## src/rtl/csr_trap_ctrl_if.sv

```systemverilog
// csr_trap_ctrl_if: EX-stage, pipeline-control and CSR-file port bundle for csr_trap_ctrl
interface csr_trap_ctrl_if;
  logic        ex_valid;
  logic [31:0] ex_pc;
  logic        csr_op;
  logic [2:0]  csr_funct3;
  logic [11:0] csr_addr;
  logic [4:0]  csr_src;
  logic [31:0] csr_rs1_data;
  logic        ecall;
  logic        ebreak;
  logic        mret;
  logic        ext_irq;
  logic [31:0] csr_rd_data;
  logic        stall;
  logic        flush;
  logic        redirect;
  logic [31:0] redirect_pc;
  logic        CSR_write_en;
  logic [11:0] CSR_write_addr;
  logic [31:0] CSR_data_write;
  logic [11:0] CSR_read_addr;
  logic [31:0] CSR_data_read;
  modport master (
    output ex_valid, ex_pc, csr_op, csr_funct3, csr_addr, csr_src, csr_rs1_data,
    output ecall, ebreak, mret, ext_irq, CSR_data_read,
    input  csr_rd_data, stall, flush, redirect, redirect_pc,
    input  CSR_write_en, CSR_write_addr, CSR_data_write, CSR_read_addr
  );
  modport slave (
    input  ex_valid, ex_pc, csr_op, csr_funct3, csr_addr, csr_src, csr_rs1_data,
    input  ecall, ebreak, mret, ext_irq, CSR_data_read,
    output csr_rd_data, stall, flush, redirect, redirect_pc,
    output CSR_write_en, CSR_write_addr, CSR_data_write, CSR_read_addr
  );
endinterface

```

## src/rtl/csr_trap_ctrl.sv

```systemverilog
// csr_trap_ctrl: Zicsr read-modify-write execution and machine-mode trap/mret sequencing
module csr_trap_ctrl #(
  parameter logic [11:0] ADDR_MSTATUS = 12'h300,
  parameter logic [11:0] ADDR_MTVEC   = 12'h305,
  parameter logic [11:0] ADDR_MEPC    = 12'h341,
  parameter logic [11:0] ADDR_MCAUSE  = 12'h342
) (
  input logic          clk,
  input logic          rst,
  csr_trap_ctrl_if.slave bus
);
  localparam logic [2:0] IDLE     = 3'd0;
  localparam logic [2:0] T_CAUSE  = 3'd1;
  localparam logic [2:0] T_STATUS = 3'd2;
  localparam logic [2:0] T_VEC    = 3'd3;
  localparam logic [2:0] M_EPC    = 3'd4;
  logic [2:0]  state, state_nx;
  logic [31:0] cause, cause_nx;
  logic        mie;
  logic        ev_irq, ev_trap, ev_mret, ev_csr, op_ok, op_we;
  logic [31:0] old, src, csr_new;
  // The single read port is needed for csr_addr in the same cycle the interrupt
  // is qualified, so MIE is tracked from this block's own mstatus writes.
  assign ev_irq  = bus.ex_valid & bus.ext_irq & mie;
  assign ev_trap = ev_irq | (bus.ex_valid & (bus.ecall | bus.ebreak));
  assign ev_mret = bus.ex_valid & bus.mret & ~ev_trap;
  assign ev_csr  = bus.ex_valid & bus.csr_op & ~ev_trap & ~bus.mret;
  assign old     = bus.CSR_data_read;
  assign src     = bus.csr_funct3[2] ? {27'b0, bus.csr_src} : bus.csr_rs1_data;
  assign op_ok   = |bus.csr_funct3[1:0];
  assign op_we   = (bus.csr_funct3[1:0] == 2'b01) | (|bus.csr_src);
  assign csr_new = bus.csr_funct3[1:0] == 2'b01 ? src : bus.csr_funct3[0] ? old & ~src : old | src;
  // Next state and all outputs; every output is held at zero while rst is high
  always_comb begin
    state_nx           = state;
    cause_nx           = cause;
    bus.csr_rd_data    = '0;
    bus.stall          = 1'b0;
    bus.flush          = 1'b0;
    bus.redirect       = 1'b0;
    bus.redirect_pc    = '0;
    bus.CSR_write_en   = 1'b0;
    bus.CSR_write_addr = '0;
    bus.CSR_data_write = '0;
    bus.CSR_read_addr  = '0;
    if (!rst) begin
      case (state)
        IDLE: begin
          if (ev_trap) begin
            bus.CSR_write_en   = 1'b1;
            bus.CSR_write_addr = ADDR_MEPC;
            bus.CSR_data_write = {bus.ex_pc[31:2], 2'b00};
            bus.stall          = 1'b1;
            bus.flush          = 1'b1;
            cause_nx           = ev_irq ? 32'h8000000B : bus.ecall ? 32'd11 : 32'd3;
            state_nx           = T_CAUSE;
          end else if (ev_mret) begin
            bus.CSR_read_addr  = ADDR_MSTATUS;
            bus.CSR_write_en   = 1'b1;
            bus.CSR_write_addr = ADDR_MSTATUS;
            bus.CSR_data_write = {old[31:8], 1'b1, old[6:4], old[7], old[2:0]};
            bus.stall          = 1'b1;
            bus.flush          = 1'b1;
            state_nx           = M_EPC;
          end else if (ev_csr && op_ok) begin
            bus.CSR_read_addr  = bus.csr_addr;
            bus.csr_rd_data    = old;
            bus.CSR_write_en   = op_we;
            bus.CSR_write_addr = bus.csr_addr;
            bus.CSR_data_write = csr_new;
          end
        end
        T_CAUSE: begin
          bus.CSR_write_en   = 1'b1;
          bus.CSR_write_addr = ADDR_MCAUSE;
          bus.CSR_data_write = cause;
          bus.stall          = 1'b1;
          state_nx           = T_STATUS;
        end
        T_STATUS: begin
          bus.CSR_read_addr  = ADDR_MSTATUS;
          bus.CSR_write_en   = 1'b1;
          bus.CSR_write_addr = ADDR_MSTATUS;
          bus.CSR_data_write = {old[31:8], old[3], old[6:4], 1'b0, old[2:0]};
          bus.stall          = 1'b1;
          state_nx           = T_VEC;
        end
        T_VEC: begin
          bus.CSR_read_addr = ADDR_MTVEC;
          bus.redirect      = 1'b1;
          bus.redirect_pc   = old & ~32'h3;
          state_nx          = IDLE;
        end
        M_EPC: begin
          bus.CSR_read_addr = ADDR_MEPC;
          bus.redirect      = 1'b1;
          bus.redirect_pc   = old & ~32'h3;
          state_nx          = IDLE;
        end
        default: state_nx = IDLE;
      endcase
    end
  end
  // State, latched trap cause and the mstatus.MIE shadow
  always_ff @(posedge clk) begin
    if (rst) begin
      state <= IDLE;
      cause <= '0;
      mie   <= 1'b0;
    end else begin
      state <= state_nx;
      cause <= cause_nx;
      if (bus.CSR_write_en && bus.CSR_write_addr == ADDR_MSTATUS) mie <= bus.CSR_data_write[3];
    end
  end
endmodule

```

## src/flat_wrapper.sv

```systemverilog
// flat-port wrapper written by rule: the top's interface ports become plain ports
module csr_trap_ctrl_flat 
#(
  parameter logic [11:0] ADDR_MSTATUS = 12'h300,
  parameter logic [11:0] ADDR_MTVEC   = 12'h305,
  parameter logic [11:0] ADDR_MEPC    = 12'h341,
  parameter logic [11:0] ADDR_MCAUSE  = 12'h342
)
  (clk, rst, bus_ex_valid, bus_ex_pc, bus_csr_op, bus_csr_funct3, bus_csr_addr, bus_csr_src, bus_csr_rs1_data, bus_ecall, bus_ebreak, bus_mret, bus_ext_irq, bus_CSR_data_read, bus_csr_rd_data, bus_stall, bus_flush, bus_redirect, bus_redirect_pc, bus_CSR_write_en, bus_CSR_write_addr, bus_CSR_data_write, bus_CSR_read_addr);
  csr_trap_ctrl_if bus_i ();
  input logic clk;
  input logic rst;
  input wire logic [$bits(bus_i.ex_valid)-1:0] bus_ex_valid;
  input wire logic [$bits(bus_i.ex_pc)-1:0] bus_ex_pc;
  input wire logic [$bits(bus_i.csr_op)-1:0] bus_csr_op;
  input wire logic [$bits(bus_i.csr_funct3)-1:0] bus_csr_funct3;
  input wire logic [$bits(bus_i.csr_addr)-1:0] bus_csr_addr;
  input wire logic [$bits(bus_i.csr_src)-1:0] bus_csr_src;
  input wire logic [$bits(bus_i.csr_rs1_data)-1:0] bus_csr_rs1_data;
  input wire logic [$bits(bus_i.ecall)-1:0] bus_ecall;
  input wire logic [$bits(bus_i.ebreak)-1:0] bus_ebreak;
  input wire logic [$bits(bus_i.mret)-1:0] bus_mret;
  input wire logic [$bits(bus_i.ext_irq)-1:0] bus_ext_irq;
  input wire logic [$bits(bus_i.CSR_data_read)-1:0] bus_CSR_data_read;
  output wire logic [$bits(bus_i.csr_rd_data)-1:0] bus_csr_rd_data;
  output wire logic [$bits(bus_i.stall)-1:0] bus_stall;
  output wire logic [$bits(bus_i.flush)-1:0] bus_flush;
  output wire logic [$bits(bus_i.redirect)-1:0] bus_redirect;
  output wire logic [$bits(bus_i.redirect_pc)-1:0] bus_redirect_pc;
  output wire logic [$bits(bus_i.CSR_write_en)-1:0] bus_CSR_write_en;
  output wire logic [$bits(bus_i.CSR_write_addr)-1:0] bus_CSR_write_addr;
  output wire logic [$bits(bus_i.CSR_data_write)-1:0] bus_CSR_data_write;
  output wire logic [$bits(bus_i.CSR_read_addr)-1:0] bus_CSR_read_addr;
  assign bus_i.ex_valid = bus_ex_valid;
  assign bus_i.ex_pc = bus_ex_pc;
  assign bus_i.csr_op = bus_csr_op;
  assign bus_i.csr_funct3 = bus_csr_funct3;
  assign bus_i.csr_addr = bus_csr_addr;
  assign bus_i.csr_src = bus_csr_src;
  assign bus_i.csr_rs1_data = bus_csr_rs1_data;
  assign bus_i.ecall = bus_ecall;
  assign bus_i.ebreak = bus_ebreak;
  assign bus_i.mret = bus_mret;
  assign bus_i.ext_irq = bus_ext_irq;
  assign bus_i.CSR_data_read = bus_CSR_data_read;
  assign bus_csr_rd_data = bus_i.csr_rd_data;
  assign bus_stall = bus_i.stall;
  assign bus_flush = bus_i.flush;
  assign bus_redirect = bus_i.redirect;
  assign bus_redirect_pc = bus_i.redirect_pc;
  assign bus_CSR_write_en = bus_i.CSR_write_en;
  assign bus_CSR_write_addr = bus_i.CSR_write_addr;
  assign bus_CSR_data_write = bus_i.CSR_data_write;
  assign bus_CSR_read_addr = bus_i.CSR_read_addr;
  csr_trap_ctrl #(.ADDR_MSTATUS(ADDR_MSTATUS), .ADDR_MTVEC(ADDR_MTVEC), .ADDR_MEPC(ADDR_MEPC), .ADDR_MCAUSE(ADDR_MCAUSE)) u_core (.clk(clk), .rst(rst), .bus(bus_i));
endmodule
```

## config.mk

```make
export PLATFORM = sky130hd
export DESIGN_NAME = csr_trap_ctrl_flat
export DESIGN_NICKNAME = d
export VERILOG_FILES = /design/src/rtl/csr_trap_ctrl_if.sv /design/src/rtl/csr_trap_ctrl.sv /design/src/flat_wrapper.sv
export SDC_FILE = /design/constraint.sdc
export NUM_CORES = 1
export LEC_CHECK = 0
export BUFFER_PORTS_ARGS = -buffer_cell sky130_fd_sc_hd__buf_2
export CAP_MARGIN = 5
export CORE_MARGIN = 8
export CORE_UTILIZATION = 30
export CTS_CLUSTER_SIZE = 16
export DETAILED_ROUTE_END_ITERATION = 16
export GPL_TIMING_DRIVEN = 0
export PLACE_DENSITY_LB_ADDON = 0.3
export SYNTH_ARGS = -nofsm -noshare
export SYNTH_HDL_FRONTEND = slang
export SYNTH_SLANG_ARGS = --single-unit
```

## constraint.sdc

```tcl
create_clock -name clk -period 5.3 [get_ports clk]
set_input_delay 1.06 -clock clk [delete_from_list [all_inputs] [get_ports clk]]
set_output_delay 1.06 -clock clk [all_outputs]
set_load 0.05 [all_outputs]
```

After elaboration in Yosys (flattened, before gate mapping)
Index checks and enable logic that the tools add are counted.

Flip-flop bits (word level): 36. Bits in latches: 0. Bits in writable memories: 0. ROM bits: 0. Input port bits: 124. Output and inout bits: 124. Logic and storage cells: 75. Memories kept: 0.

$add $sub $neg: 0. Multipliers: 0. Divide/modulo/power cells: 0. Magnitude comparators: 0. Equal/unequal tests: 7. Shift operators: 0. Multiplexer cells: 41. Bitwise gates (word level): 16. Reduce and logical (&&, ||, !) cells: 8.

Operators with widths (count): $mux W32 (15); $pmux W32 S3 (1); $mux W12 (6); $pmux W12 S4 (1); $pmux W12 S3 (1); $and A32 B32 Y32 (1); $not A32 Y32 (1); $or A32 B32 Y32 (1); $eq A12 B10 Y1 const B (1); $mux W1 (11); $pmux W3 S3 (1); $and A1 B1 Y1 (8); $eq A3 B2 Y1 const B (2); $mux W3 (2); $reduce_or A2 Y1 (3); $reduce_or A5 Y1 (1); $mux W4 (1); $pmux W1 S2 (2); $eq A3 B1 Y1 const B (1); $eq A3 B3 Y1 const B (1); $logic_not A3 Y1 (1); $ne A3 B1 Y1 const B (1); $or A1 B1 Y1 (3); $eq A2 B1 Y1 const B (1); 3 further kinds (5).

Longest topological paths before layout
Gate-level depths: netlist of the first run.

Word-level depth: 14. Depth in mapped cells: 8. Mapped depth without buffers: 6.

Worst setup path before layout of the first run
No wires, ideal clock.

Kind: input -> output. Start point: input port bus_ext_irq. End point: output port bus_CSR_read_addr[2]. Arrival: 2997 ps. Required time: 4240 ps. Setup slack: 1243 ps. Cell stages on the path: 4. Path buffers: 0. Path through: a2111oi_4 -> and2_1 -> nand3_1 -> a21boi_0.

Cells in the longest elaborated chain, start to end: 12. Elaborated cells between the ends (all ways): 13.

RTL lines: start, declared (RTL line flat_wrapper.sv:23) `input wire logic [$bits(bus_i.ext_irq)-1:0] bus_ext_irq;`; $and A1 B1 Y1 (*) (2 in a row) (RTL line csr_trap_ctrl.sv:24) `assign ev_irq = bus.ex_valid & bus.ext_irq & mie;`; $or A1 B1 Y1 (*) (RTL line csr_trap_ctrl.sv:25) `assign ev_trap = ev_irq | (bus.ex_valid & (bus.ecall | bus.ebreak));`; $not A1 Y1 (RTL line csr_trap_ctrl.sv:26, csr_trap_ctrl.sv:27); $and A1 B1 Y1 (2 in a row) (RTL line csr_trap_ctrl.sv:27) `assign ev_csr = bus.ex_valid & bus.csr_op & ~ev_trap & ~bus.mret;`; $logic_and A1 B1 Y1 (RTL line csr_trap_ctrl.sv:65) `end else if (ev_csr && op_ok) begin`; $mux W12 (RTL line csr_trap_ctrl.sv:65); $mux W12 (RTL line csr_trap_ctrl.sv:57) `end else if (ev_mret) begin`; $mux W12 (*) (RTL line csr_trap_ctrl.sv:49) `if (ev_trap) begin`; $pmux W12 S4 (*) (RTL line csr_trap_ctrl.sv:47) `case (state)`; $mux W12 (*) (RTL line csr_trap_ctrl.sv:46) `if (!rst) begin`; end, declared (RTL line flat_wrapper.sv:33) `output wire logic [$bits(bus_i.CSR_read_addr)-1:0] bus_CSR_read_addr;`.

Mark *: on every way between the ends. The rest lies on a longest branch, timed or not.

Worst setup path in the final report of the first run
Start point: input port bus_ext_irq. End point: output port bus_csr_rd_data[1].

Cells in the longest elaborated chain, start to end: 12. Elaborated cells between the ends (all ways): 13.

RTL lines: $and A1 B1 Y1 (*) (2 in a row) (RTL line csr_trap_ctrl.sv:24); $or A1 B1 Y1 (*) (RTL line csr_trap_ctrl.sv:25); $not A1 Y1 (RTL line csr_trap_ctrl.sv:26, csr_trap_ctrl.sv:27); $and A1 B1 Y1 (2 in a row) (RTL line csr_trap_ctrl.sv:27); $logic_and A1 B1 Y1 (RTL line csr_trap_ctrl.sv:65); $mux W32 (RTL line csr_trap_ctrl.sv:65); $mux W32 (RTL line csr_trap_ctrl.sv:57); $mux W32 (*) (RTL line csr_trap_ctrl.sv:49); $mux W32 (*) (RTL line csr_trap_ctrl.sv:47); $mux W32 (*) (RTL line csr_trap_ctrl.sv:46); end, declared (RTL line flat_wrapper.sv:25) `output wire logic [$bits(bus_i.csr_rd_data)-1:0] bus_csr_rd_data;`.

Marks and branches as above.

==> reports/results.ini, run 1 <==
[status]
outcome = complete, no violations

[place]
dpl.hpwl_um = 12480
gp_congestion = 0.8795
io_buffer_count = 242

[clock_tree]
cts_buffer_depth = 2
postCtsHoldBufs = 0
cts_made_buffers = 3
clk_pin_slew_ns = 0.04
insertion_delay_ns = 0.23
root_buffer = clkbuf_8
post-cts-setup-buffer-count = 0
cts.htree.levels = 1
cts.sinks = 7
cts_resized = 0
cts_tree = done

[synthesis]
synth_area_leaders = and2_1, xnor2_1, a22o_1
yosys.area.top_type_share_pct = 15.84
netlist_top_cells_count = and2_1, nor2_1, nand2_1, a21oi_1
syn_avg_cell_area_um2 = 6.173
async_flop_share_pct = 0
netlist_area_mm2 = 0.002883
synth_edf_count = 0
ys_ff_latch = 7
synth_top_area_cell = and2_1
synth_flop_cell = dfxtp_1
yosysMostFrequentCell = and2_1
seq_area_frac_synth_pct = 4.861
yosysWarnings = 0
netlist_instances = 467
synth_cell_type_count = 52

[power_and_ir_drop]
p_leak_nw = 2.196
ir_drop_mv = 0.07458
powerDensity_mw_per_mm2 = 125.4

[route]
viasPerCell = 5.214
wl_per_cell_um = 18.32
drtIter0Drc = 332
drc = 0
postRouteAntennaNets = 0
vias = 4401
finalWirelength_um = 15460
drt-pass1-iter-count = 6

[grt]
overflow = 0
grt_pass1_wl_um = 23520
grt_max_degree = 11
grt_pass1_vias = 4413
grtUsageTotal_pct = 22.28
antenna_found_initial = 1

[worst_setup_path]
worstPathRequired_ns = 4.24
startpoint_type = input pin
worst_path_most_repeated_cell = buf_2
worst-path-buf-inv = 4
crit_type = input pin to output port
crit_family = buffers and inverters
worstPathMaxFanout = 10
crit_chain = buf_2 -> a2111oi_4 -> and3_1 -> buf_2 -> clkbuf_1 -> and2_1 -> buf_2
arrival_ns = 3.30
cp_slowest_cell = a2111oi_4
end_kind = output port
cpPeakStageDelay_ns = 0.63

[final_layout]
fin_util_pct = 46.39
drive_gt1_share_pct = 38.24
final_nets = 839
syn2layout_area_growth_pct = 49.39

[sta]
drv_slew = 0
worst_slew_pin_slew_ns = 0.7448
finClkSkew_ns = 0.0005288
maxSlewHeadroom_pct = 49.89
setup_violations = 0
rsz0062_at_grt = false
tns_ns = 0
min_period_ns = 4.355
hold_viol = 0
min_period_over_period_pct = 82.17
fmax_mhz = 229.6

[run]
maxCapViolCount = 0

[floorplanning]
die_h_um = 114.0
initial_core_util_pct = 31.05
die-width_um = 114.0
num_rows = 35
dieArea_mm2 = 0.01300
num_io_pins = 248
core-area_mm2 = 0.009284

[min_path]
min_path_type = flop to flop

==> layout by cell type (no fill, tap or decap), types with 4 or more instances in the layout <==
cell / count
and2_1: 73
clkbuf_1: 28
dfxtp_1: 7
nor2b_1: 27
nand3_1: 4
a21oi_1: 40
a211oi_1: 28
nand2_1: 45
mux2_2: 5
xnor2_1: 28
o21ai_1: 6
o21ai_0: 25
buf_2: 257
nor2_1: 49
nor3_1: 7
a22o_1: 26
==> logic make-up (layout without fill, tap and decap cells) <==
family	count (synthesis)	count (layout)	synth area share [%]
buffers and inverters	50	296	7.552
muxes	7	7	2.647
DFF	7	7	4.861
AOI/OAI and AO/OA	152	152	36.37
xor gates and xnor gates	30	30	9.115
other	1	3	0.1301
and+or+nand+nor	220	220	39.32
==> area by class of cell <==
class	count	area, um^2
Fill cell	1050	4977
Antenna cell	1	2.502
Multi-Input combinational cell	411	2529
Clock buffer	4	45.04
Inverter	3	11.26
Tap cell	129	161.4
Sequential cell	7	140.1
Buffer	47	206.4
Timing Repair Buffer	242	1211
==> state kept, by name (all words and copies together) (netlist names) <==
| name | count |
|---|---|
| u_core.cause | 3 |
| u_core.state | 3 |
| u_core.mie | 1 |
==> routing by layer <==
layer / global-route usage (%) / share of wire (%) / vias to the layer above
met4: 5.590 / 2.2 / 0
met2: 40.65 / 49 / 203
met5: 0 / 0 / -
met1: 25.34 / 40 / 2027
met3: 5.177 / 8.7 / 28
li1: - / - / 2143
==> worst register-to-register path, cell delays in order, from the launching register on <==
cell and delay (ns):
dfxtp_1 0.34, clkbuf_1 0.25, nor2_1 0.19, nand2_1 0.28, o21bai_2 0.38, a211oi_1 0.34
nor2_1 0.07, o22a_1 0.17
==> power breakdown <==
group / total (W) / internal, W / switching [W]
Combinational: 0.000399 / 0.000130 / 0.000269
Sequential: 0.0000609 / 0.0000571 / 0.00000384
Clock: 0.0000802 / 0.0000525 / 0.0000278
Total: 0.000540 / 0.000239 / 0.000301
==> stage by stage <==
step | std cells | power, W | instance area [um^2] | hold slack, ns | setup slack [ns]
3_3_place_gp | 839 | 0.0004535 | 4259 | 0.4468 | 0.9738
3_5_place_dp | 839 | 0.0004575 | 4259 | 0.4460 | 0.9595
6_report | 844 | 0.0005400 | 4307 | 0.4534 | 0.9450
5_1_grt | 844 | 0.0005727 | 4307 | 0.4627 | 0.8055
4_1_cts | 843 | 0.0005373 | 4304 | 0.4525 | 0.9562
2_1_floorplan | 468 | 0.0003228 | 2887 | 0.4324 | 1.243
==> path summary, 6_finish.rpt <==
path                                  from                            end  slack (ns)  depth (start not counted)
max                            bus_ext_irq             bus_csr_rd_data[1]        0.94                          7
min          u_core.cause[31]$_SDFFE_PP0P_  u_core.cause[31]$_SDFFE_PP0P_        0.45                          2
max reg2reg   u_core.state[2]$_SDFFE_PP0P_        u_core.mie$_SDFFE_PP0P_        3.16                          7
min reg2reg  u_core.cause[31]$_SDFFE_PP0P_  u_core.cause[31]$_SDFFE_PP0P_        0.45                          2
No activity file was read; power rests on OpenSTA's default activity.
==> run 2, diff against run 1 <==
ABC_AREA = 1   (was unset)
clock period = 4 ns   (was 5.3 ns; I/O delays follow)
==> reports/results.ini, run 2 <==
[sta]
rsz0062_at_grt = false
setup_violations = 0
maxSlewHeadroom_pct = 58.26
min_period_over_period_pct = 86.68
drv_slew = 0
fmax_mhz = 288.4
finClkSkew_ns = 0.001982
hold_viol = 0
tns_ns = 0
min_period_ns = 3.467
worst_slew_pin_slew_ns = 0.6261

[floorplanning]
num_rows = 34
die_h_um = 111.2
core-area_mm2 = 0.008763
initial_core_util_pct = 31.01
num_io_pins = 248
dieArea_mm2 = 0.01236
die-width_um = 111.2

[route]
wl_per_cell_um = 16.59
finalWirelength_um = 15020
postRouteAntennaNets = 0
vias = 4559
drc = 0
drt-pass1-iter-count = 5
viasPerCell = 5.038
drtIter0Drc = 293

[worst_setup_path]
cpPeakStageDelay_ns = 0.35
reg2reg_from = u_core.mie$_SDFFE_PP0P_
r2r_setup_slack_ns = 2.22
r2r_cells = 9
r2r_end = u_core.mie$_SDFFE_PP0P_
worst-path-buf-inv = 3
end_kind = output port
worstPathRequired_ns = 3.20
arrival_ns = 2.67
crit_type = input pin to output port
crit_chain = buf_2 -> nor2_1 -> nand2_1 -> nand2_2 -> nand2_1 -> clkbuf_1 -> o211ai_1 -> a22oi_1 -> nor2_1 -> buf_2
startpoint_type = input pin
crit_family = simple AND/OR/NAND/NOR gates
worstPathMaxFanout = 10
cp_slowest_cell = clkbuf_1

[final_layout]
final_cell_mix = buf_2, nor2_1, nand2_1, inv_1, o21ai_0
final_nets = 921
final_area_mm2 = 0.004115
drive_gt1_share_pct = 36.06
layout_commonest_cell = buf_2
reg_top3 = u_core.cause (3), u_core.state (3), u_core.mie (1)
register_area_um2 = 140.1
multi_input_area_mm2 = 0.002078
syn2layout_area_growth_pct = 51.43
fill_cells = 1087

[grt]
met2_usage_pct = 39.00
grt_pass1_wl_um = 23230
grt_max_degree = 11
use_met3_pct = 6.439
grt_busiest_layer = met2
grtUsageTotal_pct = 22.68
grt_pass1_vias = 4325
overflow = 0
use_met1_pct = 27.08
antenna_found_initial = 1

[power_and_ir_drop]
p_leak_nw = 2.549
ir_drop_mv = 0.08230
p_switching_w = 0.0004738
internal-power_w = 0.0003144
pwr-share-comb_pct = 76.9
p_seq_share_pct = 10.3
powerDensity_mw_per_mm2 = 191.5
swShare_pct = 60.11
p_clk_share_pct = 12.8

[synthesis]
yosysMostFrequentCell = nor2_1
seq_area_frac_synth_pct = 5.157
netlist_area_mm2 = 0.002718
synth_top_area_cell = nor2_1
yosysWarnings = 0
ys_ff_latch = 7
async_flop_share_pct = 0
synth_cell_type_count = 33
syn_avg_cell_area_um2 = 4.950
synth_edf_count = 0
synth_area_leaders = nor2_1, nand2_1, o21ai_0
synth_flop_cell = dfxtp_1
netlist_top_cells_count = nor2_1, nand2_1, inv_1, o21ai_0, nand3_1
yosys.area.top_type_share_pct = 15.47
netlist_instances = 549

[place]
dpl.hpwl_um = 12310
dpl-instance-area_mm2 = 0.004068
gp_congestion = 0.8861
io_buffer_count = 242

[min_path]
worstHoldStart = u_core.cause[1]$_SDFFE_PP0P_
hold-path-endpoint = u_core.cause[1]$_SDFFE_PP0P_
whs_path_depth = 2
min_path_type = flop to flop

[clock_tree]
cts_resized = 0
root_buffer = clkbuf_8
cts.sinks = 7
insertion_delay_ns = 0.23
cts.htree.levels = 1
post-cts-setup-buffer-count = 0
clk_pin_slew_ns = 0.04
cts_buffer_depth = 2
postCtsHoldBufs = 0
cts_tree = done
cts_made_buffers = 3

[run]
maxCapViolCount = 0

[status]
outcome = complete, no violations

## run 2: changes by cell type after synthesis, sizes merged, moves of 35 or more
cell	change
and2	-74
inv	+73
nor2	+66
nand2	+60
o21ai	+42
nand3	+35
## run 2: cell families after synthesis
family                 share of synthesized area, %
and+or+nand+nor                               47.19
buffers and inverters                         18.51
muxes                                        0.7367
AOI/OAI and AO/OA                             28.27
DFF                                           5.156
other                                        0.1380
## run 2: power groups by stage
stage | Sequential [W] | Combinational (W) | Clock (W)
detailed placement | 0.0000823 | 0.000604 | 0
CTS | 0.0000811 | 0.000605 | 0.000103
global route | 0.0000814 | 0.000656 | 0.000108
global placement | 0.0000822 | 0.000603 | 0
floorplan | 0.0000813 | 0.000414 | 0
finish | 0.0000813 | 0.000606 | 0.000101
## run 2: layout make-up
cell class / instances / area share, %
Antenna cell: 1 / 0.06081
Buffer: 42 / 5.290
Clock buffer: 4 / 1.095
Inverter: 76 / 6.932
Multi-Input combinational cell: 425 / 50.50
Sequential cell: 7 / 3.405
Tap cell: 108 / 3.284
Timing Repair Buffer: 242 / 29.43
## run 2: worst max-delay path by stage
stage	end	startpoint	slack [ns]	depth (start not counted)
floorplan	bus_redirect_pc[10]	rst	0.57	5
global placement	bus_CSR_data_write[2]	bus_ecall	0.52	10
detailed placement	bus_CSR_data_write[2]	bus_ecall	0.53	10
CTS	bus_CSR_data_write[2]	bus_ecall	0.53	10
global route	bus_CSR_data_write[29]	bus_ext_irq	0.35	10
finish	bus_CSR_data_write[2]	bus_ecall	0.53	10
## run 2: tightest hold or removal path, delay by kind of cell, from the launching register on
| kind | cells | cell delay [ns] |
|---|---|---|
| flip-flops | 1 | 0.29 |
| buffers and inverters | 1 | 0.06 |
| AO/OA/AOI/OAI | 1 | 0.06 |
## run 2: layer usage
layer	vias to the layer above	wire length [um]
met5	-	0
met4	0	219
met3	18	1359
met2	221	7192
met1	2014	6246
li1	2306	-
## run 2: stage by stage
stage	hold slack [ns]	util, %	setup WS [ns]	cells	total power (W)
after floorplan	0.4362	-	0.5654	550	0.0004955
after global placement	0.4457	46.42	0.5191	900	0.0006853
after detailed placement	0.4521	46.42	0.5289	900	0.0006862
after CTS	0.4580	46.93	0.5284	904	0.0007889
after global routing	0.4742	46.96	0.3456	905	0.0008460
final	0.4587	46.96	0.5327	905	0.0007881
